[src/rtl/uart_rx.sv]
`default_nettype none
// ============================================================================
//  Module   : uart_rx
//  Purpose  : Serial receiver. It recovers frames laid out as start(0),
//             even parity, data[0..7] LSB first, stop(1), with each bit
//             lasting clksPerBit clocks. The byte is delivered with a
//             one-cycle valid strobe plus parity and framing status.
//  Revision : 1.0  initial release
// ============================================================================
module uart_rx #(
    parameter int clksPerBit = 87            // legal 4..65535, must match transmitter
) (
    input  logic       i_clkRx,
    input  logic       i_rstNRx,
    input  logic       i_dataRx,
    output logic [7:0] o_bitsRx,
    output logic       o_validRx,
    output logic       o_parityErrRx,
    output logic       o_frameErrRx,
    output logic       o_busyRx
);

    // Last count of a bit period, and the half-bit point used to find mid-start.
    localparam logic [15:0] c_lastCnt = 16'(clksPerBit - 1);
    localparam logic [15:0] c_halfCnt = 16'((clksPerBit - 1) / 2);

    typedef enum logic [2:0] {
        s_idleRx   = 3'd0,
        s_startRx  = 3'd1,
        s_parityRx = 3'd2,
        s_dataRx   = 3'd3,
        s_stopRx   = 3'd4,
        s_breakRx  = 3'd5
    } rxState_t;

    // Synchronizer and receiver state
    logic       r_rxMeta;
    logic       r_rxS;
    rxState_t   r_state;
    logic [15:0] r_clkCnt;
    logic [2:0] r_bitIdx;
    logic       r_parity;
    logic [7:0] r_data;

    // Next-state / control decoded from the current state
    rxState_t   w_stateNext;
    logic [15:0] w_cntNext;
    logic [2:0] w_idxNext;
    logic       w_latchParity;
    logic       w_latchData;
    logic       w_accept;
    logic       w_frameErr;

    // Two-flop synchronizer; both flops rest at the idle-line level.
    always_ff @(posedge i_clkRx or negedge i_rstNRx) begin
        if (!i_rstNRx) begin
            r_rxMeta <= 1'b1;
            r_rxS    <= 1'b1;
        end else begin
            r_rxMeta <= i_dataRx;
            r_rxS    <= r_rxMeta;
        end
    end

    // State register.
    always_ff @(posedge i_clkRx or negedge i_rstNRx) begin
        if (!i_rstNRx) begin
            r_state <= s_idleRx;
        end else begin
            r_state <= w_stateNext;
        end
    end

    // Next-state and sampling control. Samples are taken at the last count
    // of each bit period, which lands one full period after the mid-start point.
    always_comb begin
        w_stateNext   = r_state;
        w_cntNext     = r_clkCnt;
        w_idxNext     = r_bitIdx;
        w_latchParity = 1'b0;
        w_latchData   = 1'b0;
        w_accept      = 1'b0;
        w_frameErr    = 1'b0;

        case (r_state)
            s_idleRx: begin
                w_cntNext = 16'd0;
                if (!r_rxS) begin
                    w_stateNext = s_startRx;
                end
            end

            s_startRx: begin
                if (r_clkCnt == c_halfCnt) begin
                    w_cntNext = 16'd0;
                    // A line already back high at mid-start was only a glitch.
                    w_stateNext = r_rxS ? s_idleRx : s_parityRx;
                end else begin
                    w_cntNext = r_clkCnt + 16'd1;
                end
            end

            s_parityRx: begin
                if (r_clkCnt == c_lastCnt) begin
                    w_cntNext     = 16'd0;
                    w_latchParity = 1'b1;
                    w_idxNext     = 3'd0;
                    w_stateNext   = s_dataRx;
                end else begin
                    w_cntNext = r_clkCnt + 16'd1;
                end
            end

            s_dataRx: begin
                if (r_clkCnt == c_lastCnt) begin
                    w_cntNext   = 16'd0;
                    w_latchData = 1'b1;
                    if (r_bitIdx == 3'd7) begin
                        w_stateNext = s_stopRx;
                    end else begin
                        w_idxNext = r_bitIdx + 3'd1;
                    end
                end else begin
                    w_cntNext = r_clkCnt + 16'd1;
                end
            end

            s_stopRx: begin
                if (r_clkCnt == c_lastCnt) begin
                    w_cntNext = 16'd0;
                    // Return to idle at mid-stop so a zero-gap next frame is not missed.
                    if (r_rxS) begin
                        w_accept    = 1'b1;
                        w_stateNext = s_idleRx;
                    end else begin
                        w_frameErr  = 1'b1;
                        w_stateNext = s_breakRx;
                    end
                end else begin
                    w_cntNext = r_clkCnt + 16'd1;
                end
            end

            s_breakRx: begin
                // Park here while the line is held low so a break reports once.
                w_cntNext = 16'd0;
                if (r_rxS) begin
                    w_stateNext = s_idleRx;
                end
            end

            default: begin
                w_cntNext   = 16'd0;
                w_stateNext = s_idleRx;
            end
        endcase
    end

    // Bit-period counter, bit index and the shift/parity capture registers.
    always_ff @(posedge i_clkRx or negedge i_rstNRx) begin
        if (!i_rstNRx) begin
            r_clkCnt <= 16'd0;
            r_bitIdx <= 3'd0;
            r_parity <= 1'b0;
            r_data   <= 8'd0;
        end else begin
            r_clkCnt <= w_cntNext;
            r_bitIdx <= w_idxNext;
            if (w_latchParity) begin
                r_parity <= r_rxS;
            end
            if (w_latchData) begin
                r_data[r_bitIdx] <= r_rxS;
            end
        end
    end

    // Output registers: byte and parity status move only on an accepted frame.
    always_ff @(posedge i_clkRx or negedge i_rstNRx) begin
        if (!i_rstNRx) begin
            o_bitsRx      <= 8'd0;
            o_validRx     <= 1'b0;
            o_parityErrRx <= 1'b0;
            o_frameErrRx  <= 1'b0;
        end else begin
            o_validRx    <= w_accept;
            o_frameErrRx <= w_frameErr;
            if (w_accept) begin
                o_bitsRx      <= r_data;
                o_parityErrRx <= (^r_data) ^ r_parity;
            end
        end
    end

    assign o_busyRx = (r_state != s_idleRx);

endmodule
`default_nettype wire

[config.mk]
export PLATFORM = sky130hd
export DESIGN_NAME = uart_rx
export DESIGN_NICKNAME = d
export VERILOG_FILES = /design/src/rtl/uart_rx.sv
export SDC_FILE = /design/constraint.sdc
export NUM_CORES = 1
export LEC_CHECK = 0
export BUFFER_PORTS_ARGS = -buffer_cell sky130_fd_sc_hd__buf_2
export CORE_MARGIN = 2
export CORE_UTILIZATION = 60
export CTS_BUF_LIST = sky130_fd_sc_hd__clkbuf_4 sky130_fd_sc_hd__clkbuf_8 sky130_fd_sc_hd__clkbuf_16
export DETAILED_ROUTE_END_ITERATION = 6
export PLACE_DENSITY = 0.79
export SETUP_SLACK_MARGIN = 0.05
export SLEW_MARGIN = 15
export SYNTH_ARGS = -nofsm -noshare
export SYNTH_HDL_FRONTEND = slang
export SYNTH_SLANG_ARGS = --single-unit
export TNS_END_PERCENT = 10
[constraint.sdc]
create_clock -name i_clkRx -period 4.62 [get_ports i_clkRx]
set_input_delay 0.924 -clock i_clkRx [delete_from_list [all_inputs] [get_ports i_clkRx]]
set_output_delay 0.924 -clock i_clkRx [all_outputs]
set_load 0.01 [all_outputs]
# Yosys cells after proc, flatten, opt, wreduce, memory -nomap -nowiden
# Index checks and enable logic that the tools add are counted.
[totals]
register_bits = 44
latchBits = 0
mem_bits_rw = 0
romBits = 0
input_bits = 3
output_inout_bits = 12
wordCells = 69
n_memories = 0
[classes]
n_addsub = 2
multipliers = 0
div_mod_pow = 0
order_cmp = 2
n_eq_ne = 16
shifts = 0
n_mux = 29
n_bitwise = 1
n_reduce_logical = 8
[op_table]
columns = ["op", "n"]
rows = [
  ["two-way mux 3 bit", 11],
  ["two-way mux 16 bit", 2],
  ["one-hot mux 16 bit (2 select lines)", 1],
  ["one-hot mux 3 bit (6 select lines)", 1],
  ["adder 16 x 1 -> 16 bit, second input constant", 1],
  ["equality test 16 x 6 -> 1 bit, second input constant", 1],
  ["equality test 16 x 7 -> 1 bit, second input constant", 1],
  ["inequality test 2 bit, second input constant", 8],
  ["two-way mux 1 bit", 10],
  ["equality test 3 bit, second input constant", 3],
  ["bitwise mux 8 bit", 1],
  ["XOR reduction 8 bit", 1],
  ["AND reduction 7 bit", 1],
  ["equality test 3 x 2 -> 1 bit, second input constant", 2],
  ["one-hot mux 3 bit (2 select lines)", 1],
  ["less-than comparator 3 x 4 -> 1 bit, second input constant", 1],
  ["AND reduction 4 bit", 1],
  ["adder 3 x 1 -> 3 bit, second input constant", 1],
  ["demux 1 bit (select 3 bit)", 1],
  ["equality test 3 x 1 -> 1 bit, second input constant", 1],
  [">= comparator 3 x 1 -> 1 bit, second input constant", 1],
  ["zero test 3 bit", 1],
  ["nonzero test 3 bit", 1],
  ["OR reduction 3 bit", 1],
  ["4 further kinds", 4],
]

# Depth between registers and ports, before layout
# Gate-level depths: netlist (run 1).
[depth]
ltp_word = 5
ltp_mapped = 9
depth_no_buf = 7

# Least setup slack after synthesis (run 1)
# No wires, ideal clock.
[synth_path]
path_type = "register to register"
startpoint = "reg r_clkCnt[12]"
endpoint = "reg r_data[5]"
setup_time_ns = 0.125
arrival_ns = 1.858
required_ns = 4.495
setup_slack_ns = 2.637
stages_incl_launch_ff = 6
n_path_buf = 0
synth_period_minus_slack_ns = 1.983
cell_sequence = "dfrtp_1 nor4_4 nand3_2 or4_4 nor3b_2 mux2_2"
[synth_via]
elab_chain_cells = 3
[synth_rtl]
columns = ["element", "line", "text"]
rows = [
  ["start: declaration", "40", "logic [15:0] r_clkCnt;"],
  ["start signal: assignment", "167", "r_clkCnt <= w_cntNext;"],
  ["equality test 16 x 7 -> 1 bit", "115", "if (r_clkCnt == c_lastCnt) begin"],
  ["two-way mux 1 bit", "115", ""],
  ["two-way mux 1 bit", "85", "case (r_state)"],
  ["end signal: indexed assignment", "173", "r_data[r_bitIdx] <= r_rxS;"],
  ["end: declaration", "43", "logic [7:0] r_data;"],
]
# No other way between the ends.
# A chain may end at the register's enable or synchronous reset.

# Worst setup path after layout (run 1)
[layout_path]
startpoint = "reg r_clkCnt[0]"
endpoint = "reg r_clkCnt[14]"
[layout_via]
elab_chain_cells = 3
elab_cells_between_ends = 6
classes_between = "add/sub: 1; eq/ne: 2; mux: 3"
[layout_rtl]
columns = ["element", "line", "text"]
rows = [
  ["adder 16 x 1 -> 16 bit (tied with other cells)", "-", ""],
  ["two-way mux 16 bit, on equally long branches", "-", ""],
  ["one-hot mux 16 bit (2 select lines) *", "85", ""],
  ["named net w_cntNext[14]", "47", "logic [15:0] w_cntNext;"],
]
# Mark *: on every way through the listed nets, which the timed path passes. The rest lies on a longest branch.

==> key figures, run 1 <==
Critical path
  – Req. time, crit path: 4820 ps
  – Top delay family on crit path: simple AND/OR/NAND/NOR gates
  – CP max-delay cell: nor2b_1
  – R2r startpoint: r_clkCnt[0]$_DFF_PN0_
  – CP peak stage delay: 790 ps
  – CP endpoint kind: flop
  – CP cell instances: inv_1, ha_1, and4bb_2, nand4_1, and2_1, nor2b_1, nor2_1
  – WP buf/inv: 1
  – Reg2reg setup slack: 2130 ps
  – Maximum fanout along the worst path: 16
  – Worst R2R Path Depth: 7
  – Worst R2R End: r_clkCnt[14]$_DFF_PN0_
  – Worst EP arrival: 2690 ps
  – Crit path kind: flop to flop
  – Startpoint type of the worst setup path: flop

Floorplanning
  – I/O pin cnt: 15
  – Starting density of the core: 64.3%
  – Die H: 64.5 um
  – Total die area: 0.00416 mm^2
  – Die width: 64.5 um
  – Core ar.: 0.00342 mm^2
  – Row count: 21

Synthesis
  – Synth top area share: 47.8%
  – EDFF count, synth: 0
  – FF+latch count, synth: 44
  – Synth Net Count: 211
  – Gate Count Post-Synth: 204
  – Top cells by area, synth: dfrtp_1 48%, mux2_2 9.7%, xnor2_1 6.8%
  – Ys async rst share: 100%
  – Mapped cell area: 0.00220 mm^2
  – Average cell area after synthesis: 10.8 um^2
  – Synth warn: 0
  – Post-synthesis sequential area ratio: 50.2%
  – Largest area contributor in the netlist: dfrtp_1
  – Synth cell types: 37
  – Post-synth top flop: dfrtp_1

Global route
  – GRT Overall Usage: 21.7%
  – Vias in the first global route: 1506
  – Gr ovfl total: 0
  – First-pass GRT wire length: 6880 um
  – Pin count of the biggest net entering global routing: 45
  – Initial antenna violation count: 0

Timing
  – Post-layout minimum cycle time: 2490 ps
  – Fin. max-slew vios: 0
  – Final setup TNS: 0 ps
  – Final setup violation count: 0
  – Tcrit/Tclk final: 53.8%
  – Worst hold margin: 367 ps
  – Final Hold Violating Endpoints: 0
  – Rel. slew slack: 30.8%
  – Unrepaired setup endpoints after global routing: no
  – Worst-margin pin slew: 1040 ps
  – Max Clk Rate: 0.402 GHz
  – Worst setup skew after layout: 11.7 ps

Clocking
  – Clk_lat worst skew: 360 ps
  – Hold_buf cts: 0
  – Root Buffer Master: clkbuf_4
  – CTS Buf Count: 5
  – Post-CTS sizing: 0
  – CTS sink cnt: 44
  – Worst-path clk slew: 120 ps
  – H-tree depth: 2
  – CTS tree: done
  – # Post-CTS Setup Buffers: 0
  – Clock Tree Buf Depth: 2

Final layout
  – Final std cells w/o fill: 264
  – Fill cells: 249
  – Inserted Diodes: 0
  – Area added between synthesis and finish: 7.63%
  – Final Instance Area: 0.00236 mm^2
  – Final nets: 224
  – Layout Utilization: 69.2%
  – Layout cell share with drive strength beyond 1: 23.9%

Worst hold path
  – Min-Delay Startpoint: r_rxMeta$_DFF_PN1_
  – Worst Hold End: r_rxS$_DFF_PN1_
  – Hold Path Class: flop to flop
  – Hold Crit Depth: 0

Placed design
  – Post-DP HPWL: 2800 um
  – Buffers on Ports: 14
  – Routability cong.: 0.838
  – Area after DPL: 0.00228 mm^2
  – Placed Cells: 256

Detailed routing
  – # DRC: 0
  – Drt pass-1 iters: 4
  – Wire length per cell: 14.9 um
  – Routed Wire Length: 3930 um
  – Via density: 5.71
  – Detail Route Antenna Nets: 0
  – Initial DRC Count: 91
  – Vias: 1507

Power
  – Leak Pwr: 1.10 nW
  – Pwr dens: 302 mW/mm^2
  – Peak supply drop: 0.000226 V

Outcome
  – Status: complete, no violations

Flow run
  – Number of max-cap violations: 0
## where the power goes
part           switching (mW)  internal [mW]
clock network           0.121          0.113
registers              0.0220          0.396
logic                  0.0379         0.0239
## final cells by class
cell class	instances	area [um^2]	area share [%]
timing repair buffer	14	70.1	2.96
clock buffer	5	37.5	1.59
sequential	44	1100	46.7
tap	46	57.6	2.43
inverter	6	22.5	0.952
clock inverter	3	42.5	1.80
multi-input combinational	146	1030	43.6
## synth_stat cells, types with 3 or more instances
cell type,count
inv_1,6
nor2_1,28
nor3_1,6
clkbuf_1,5
xor2_1,5
and3_1,3
nand3b_1,3
nand3_1,10
xnor2_1,17
o21ai_0,5
nand2_1,12
ha_1,4
dfrtp_1,42
mux2_2,19
nand2b_1,4
a22o_1,3
nor2b_1,3
## worst max path at each step
stage / from / slack [ps] / end / cells past startpoint
3_3_place_gp: r_clkCnt[11]$_DFF_PN0_ / 2320 / r_clkCnt[3]$_DFF_PN0_ / 5
2_1_floorplan: r_clkCnt[12]$_DFF_PN0_ / 2640 / r_data[5]$_DFFE_PN0P_ / 5
3_5_place_dp: r_clkCnt[0]$_DFF_PN0_ / 2180 / r_clkCnt[14]$_DFF_PN0_ / 7
5_1_grt: r_clkCnt[0]$_DFF_PN0_ / 1920 / r_clkCnt[3]$_DFF_PN0_ / 7
4_1_cts: r_clkCnt[0]$_DFF_PN0_ / 2150 / r_clkCnt[14]$_DFF_PN0_ / 7
6_report: r_clkCnt[0]$_DFF_PN0_ / 2130 / r_clkCnt[14]$_DFF_PN0_ / 7
## routing by layer
layer  vias to the layer above  track usage (%)  part of all wire [%]
met2                        39             37.8                    52
met1                       734             25.3                    42
met3                        11             5.90                   4.1
met4                         0             9.31                   2.0
met5                         -                0                     0
li1                        723                -                     -
## flip-flops by register name, summed over array words and instances, names as in the netlist
| register | count |
|---|---|
| o_bitsRx | 8 |
| o_frameErrRx | 1 |
| o_parityErrRx | 1 |
| o_validRx | 1 |
| r_bitIdx | 3 |
| r_clkCnt | 16 |
| r_data | 8 |
| r_parity | 1 |
| r_rxMeta | 1 |
| r_rxS | 1 |
| r_state | 3 |
## cells in the final DEF, fill, tap and decap left out, drive strengths merged, types with 3 or more instances in the layout
cell    instances
a22o            3
and3            3
buf            14
clkbuf          5
dfrtp          42
ha              4
inv             6
mux2           19
nand2          12
nand2b          4
nand3          11
nand3b          3
nor2           28
nor2b           3
nor3            6
nor4            3
o21ai           5
xnor2          17
xor2            5
## through the flow
step	power, mW	setup WS, ps
final	0.714	2130
after detailed placement	0.487	2180
after global routing	0.750	1920
after floorplan	0.467	2640
after global placement	0.481	2320
after CTS	0.719	2150
## cell families after synthesis
logic type               share of synthesized area (%)
adder cells (fa/ha/maj)                           2.28
AO/OA/AOI/OAI                                     4.61
multiplexers                                      9.74
AND/OR/NAND/NOR                                   21.5
buffers and inverters                             2.85
XOR/XNOR                                          8.77
flip-flops                                        50.2
Power figures use the tool's default switching activity.
==> run 2: changes to the inputs <==
--- a/config.mk
+++ b/config.mk
@@ -7,10 +7,10 @@
 export LEC_CHECK = 0
 export BUFFER_PORTS_ARGS = -buffer_cell sky130_fd_sc_hd__buf_2
 export CORE_MARGIN = 2
-export CORE_UTILIZATION = 60
+export CORE_UTILIZATION = 59
 export CTS_BUF_LIST = sky130_fd_sc_hd__clkbuf_4 sky130_fd_sc_hd__clkbuf_8 sky130_fd_sc_hd__clkbuf_16
 export DETAILED_ROUTE_END_ITERATION = 6
-export PLACE_DENSITY = 0.79
+export PLACE_DENSITY = 0.78
 export SETUP_SLACK_MARGIN = 0.05
 export SLEW_MARGIN = 15
 export SYNTH_ARGS = -nofsm -noshare
==> constraint.sdc (replaced) <==
create_clock -name i_clkRx -period 2.39 [get_ports i_clkRx]
set_input_delay 0.478 -clock i_clkRx [delete_from_list [all_inputs] [get_ports i_clkRx]]
set_output_delay 0.478 -clock i_clkRx [all_outputs]
set_load 0.01 [all_outputs]
==> key figures, run 2 (synthesis gave the netlist of run 1 again) <==
Detailed routing
  – Routed Wire Length: 3870 um
  – Detail Route Antenna Nets: 0
  – Initial DRC Count: 71
  – Drt pass-1 iters: 4
  – Vias: 1492
  – Via density: 5.53
  – # DRC: 0
  – Wire length per cell: 14.3 um

Global route
  – M2 GR Usage: 37.0%
  – M1 GR Usage: 25.8%
  – GRT Overall Usage: 21.3%
  – Most Used Layer, Global Route: met2
  – Gr ovfl total: 0
  – First-pass GRT wire length: 6810 um
  – Vias in the first global route: 1485
  – Met3 Track Usage GR: 4.34%
  – Pin count of the biggest net entering global routing: 27
  – Initial antenna violation count: 0

Timing
  – Rel. slew slack: 70.6%
  – Setup WS post-layout: 202 ps
  – Tcrit/Tclk final: 91.6%
  – Max Clk Rate: 0.457 GHz
  – Fin. max-slew vios: 0
  – Unrepaired setup endpoints after global routing: no
  – Worst setup skew after layout: 6.67 ps
  – Worst-margin pin slew: 441 ps
  – Post-layout minimum cycle time: 2190 ps
  – Worst hold margin: 116 ps
  – Final setup violation count: 0
  – Final Hold Violating Endpoints: 0
  – Final setup TNS: 0 ps

Clocking
  – CTS Buf Count: 5
  – CTS sink cnt: 44
  – Root Buffer Master: clkbuf_8
  – Clock Tree Buf Depth: 2
  – CTS tree: done
  – # Post-CTS Setup Buffers: 0
  – Hold_buf cts: 0
  – H-tree depth: 2
  – Post-CTS sizing: 0
  – Clk_lat worst skew: 300 ps
  – Worst-path clk slew: 80 ps

Power
  – Peak supply drop: 0.000345 V
  – Pwr dens: 591 mW/mm^2
  – PnR Total Power: 1.43 mW
  – Leak Pwr: 1.13 nW

Placed design
  – Area after DPL: 0.00232 mm^2
  – Post-DP HPWL: 2770 um
  – Dpl ws: 206 ps
  – Buffers on Ports: 14
  – Routability cong.: 0.823

Critical path
  – Worst EP arrival: 2370 ps
  – Maximum fanout along the worst path: 5
  – CP endpoint kind: flop
  – Crit path kind: flop to flop
  – Req. time, crit path: 2570 ps
  – Startpoint type of the worst setup path: flop

Floorplanning
  – Core ar.: 0.00363 mm^2
  – Die H: 65.0 um
  – Total die area: 0.00423 mm^2
  – Row count: 22
  – Die width: 65.0 um
  – I/O pin cnt: 15
  – Starting density of the core: 60.5%

Flow run
  – Number of max-cap violations: 0

Final layout
  – Number of flip-flops under the largest register name: 16
  – Commonest non-fill, non-tap cell in the layout: dfrtp_1
  – Final Instance Area: 0.00241 mm^2
  – Layout cell share with drive strength beyond 1: 25.2%
  – Largest registers: r_clkCnt: 16 flops, o_bitsRx: 8 flops, r_data: 8 flops
  – Area of the multi-input gates: 0.00103 mm^2
  – Area added between synthesis and finish: 9.91%
  – Most frequent cells in the layout: 42 x dfrtp_1, 28 x nor2_1, 19 x mux2_2, 17 x xnor2_1, 14 x buf_2
  – Inserted Diodes: 0
  – Reg area: 0.00110 mm^2
  – Fill cells: 299
  – Final nets: 228
  – Most flops, register: r_clkCnt

Worst hold path
  – Hold Path Class: input pin to asynchronous set/reset pin

Outcome
  – Status: complete, no violations
run 2: path summary, 6_finish.rpt:
check,from,end,slack (ps),depth (start not counted)
worst max register to register,r_clkCnt[11]$_DFF_PN0_,r_data[4]$_DFFE_PN0P_,200,5
max in group asynchronous,i_rstNRx,o_bitsRx[7]$_DFFE_PN0P_,1590,2
worst max-delay path,r_clkCnt[11]$_DFF_PN0_,r_data[4]$_DFFE_PN0P_,200,5
min in group i_clkRx,i_dataRx,r_rxMeta$_DFF_PN1_,270,1
worst min register to register,r_rxMeta$_DFF_PN1_,r_rxS$_DFF_PN1_,360,0
worst min-delay path,i_rstNRx,r_clkCnt[2]$_DFF_PN0_,120,1
run 2: area by class of cell:
class | count | area share, %
clock buffers | 8 | 4.04
flip-flops and latches | 44 | 45.7
inverters | 6 | 0.933
multi-input cells | 146 | 42.7
well taps | 48 | 2.49
repair buffers | 18 | 4.15
run 2: worst max-delay path, cell delays in order (launching register included):
cell,delay [ps]
dfrtp_1,430
nor3_1,390
nand3_2,150
or4_4,540
nor3_1,200
mux2_2,360
run 2: metrics by stage:
step / utilization, % / cells
final: 66.5 / 270
after global routing: 66.5 / 270
after CTS: 66.5 / 270
after detailed placement: 63.8 / 262
after global placement: 63.8 / 262
after floorplan: - / 204
run 2: layer usage:
metal  up-vias  share of wire [%]
li1        728                  -
met1       723                 43
met2        36                 51
met3         5                3.9
met4         0                1.9
met5         -                  0
run 2: power by group:
part           internal (mW)  switching [mW]  leakage, nW  total [mW]
Clock                  0.258           0.234       0.0523       0.492
Combinational         0.0536          0.0789        0.482       0.133
Sequential             0.766          0.0369        0.596       0.803
Total                   1.08           0.350         1.13        1.43
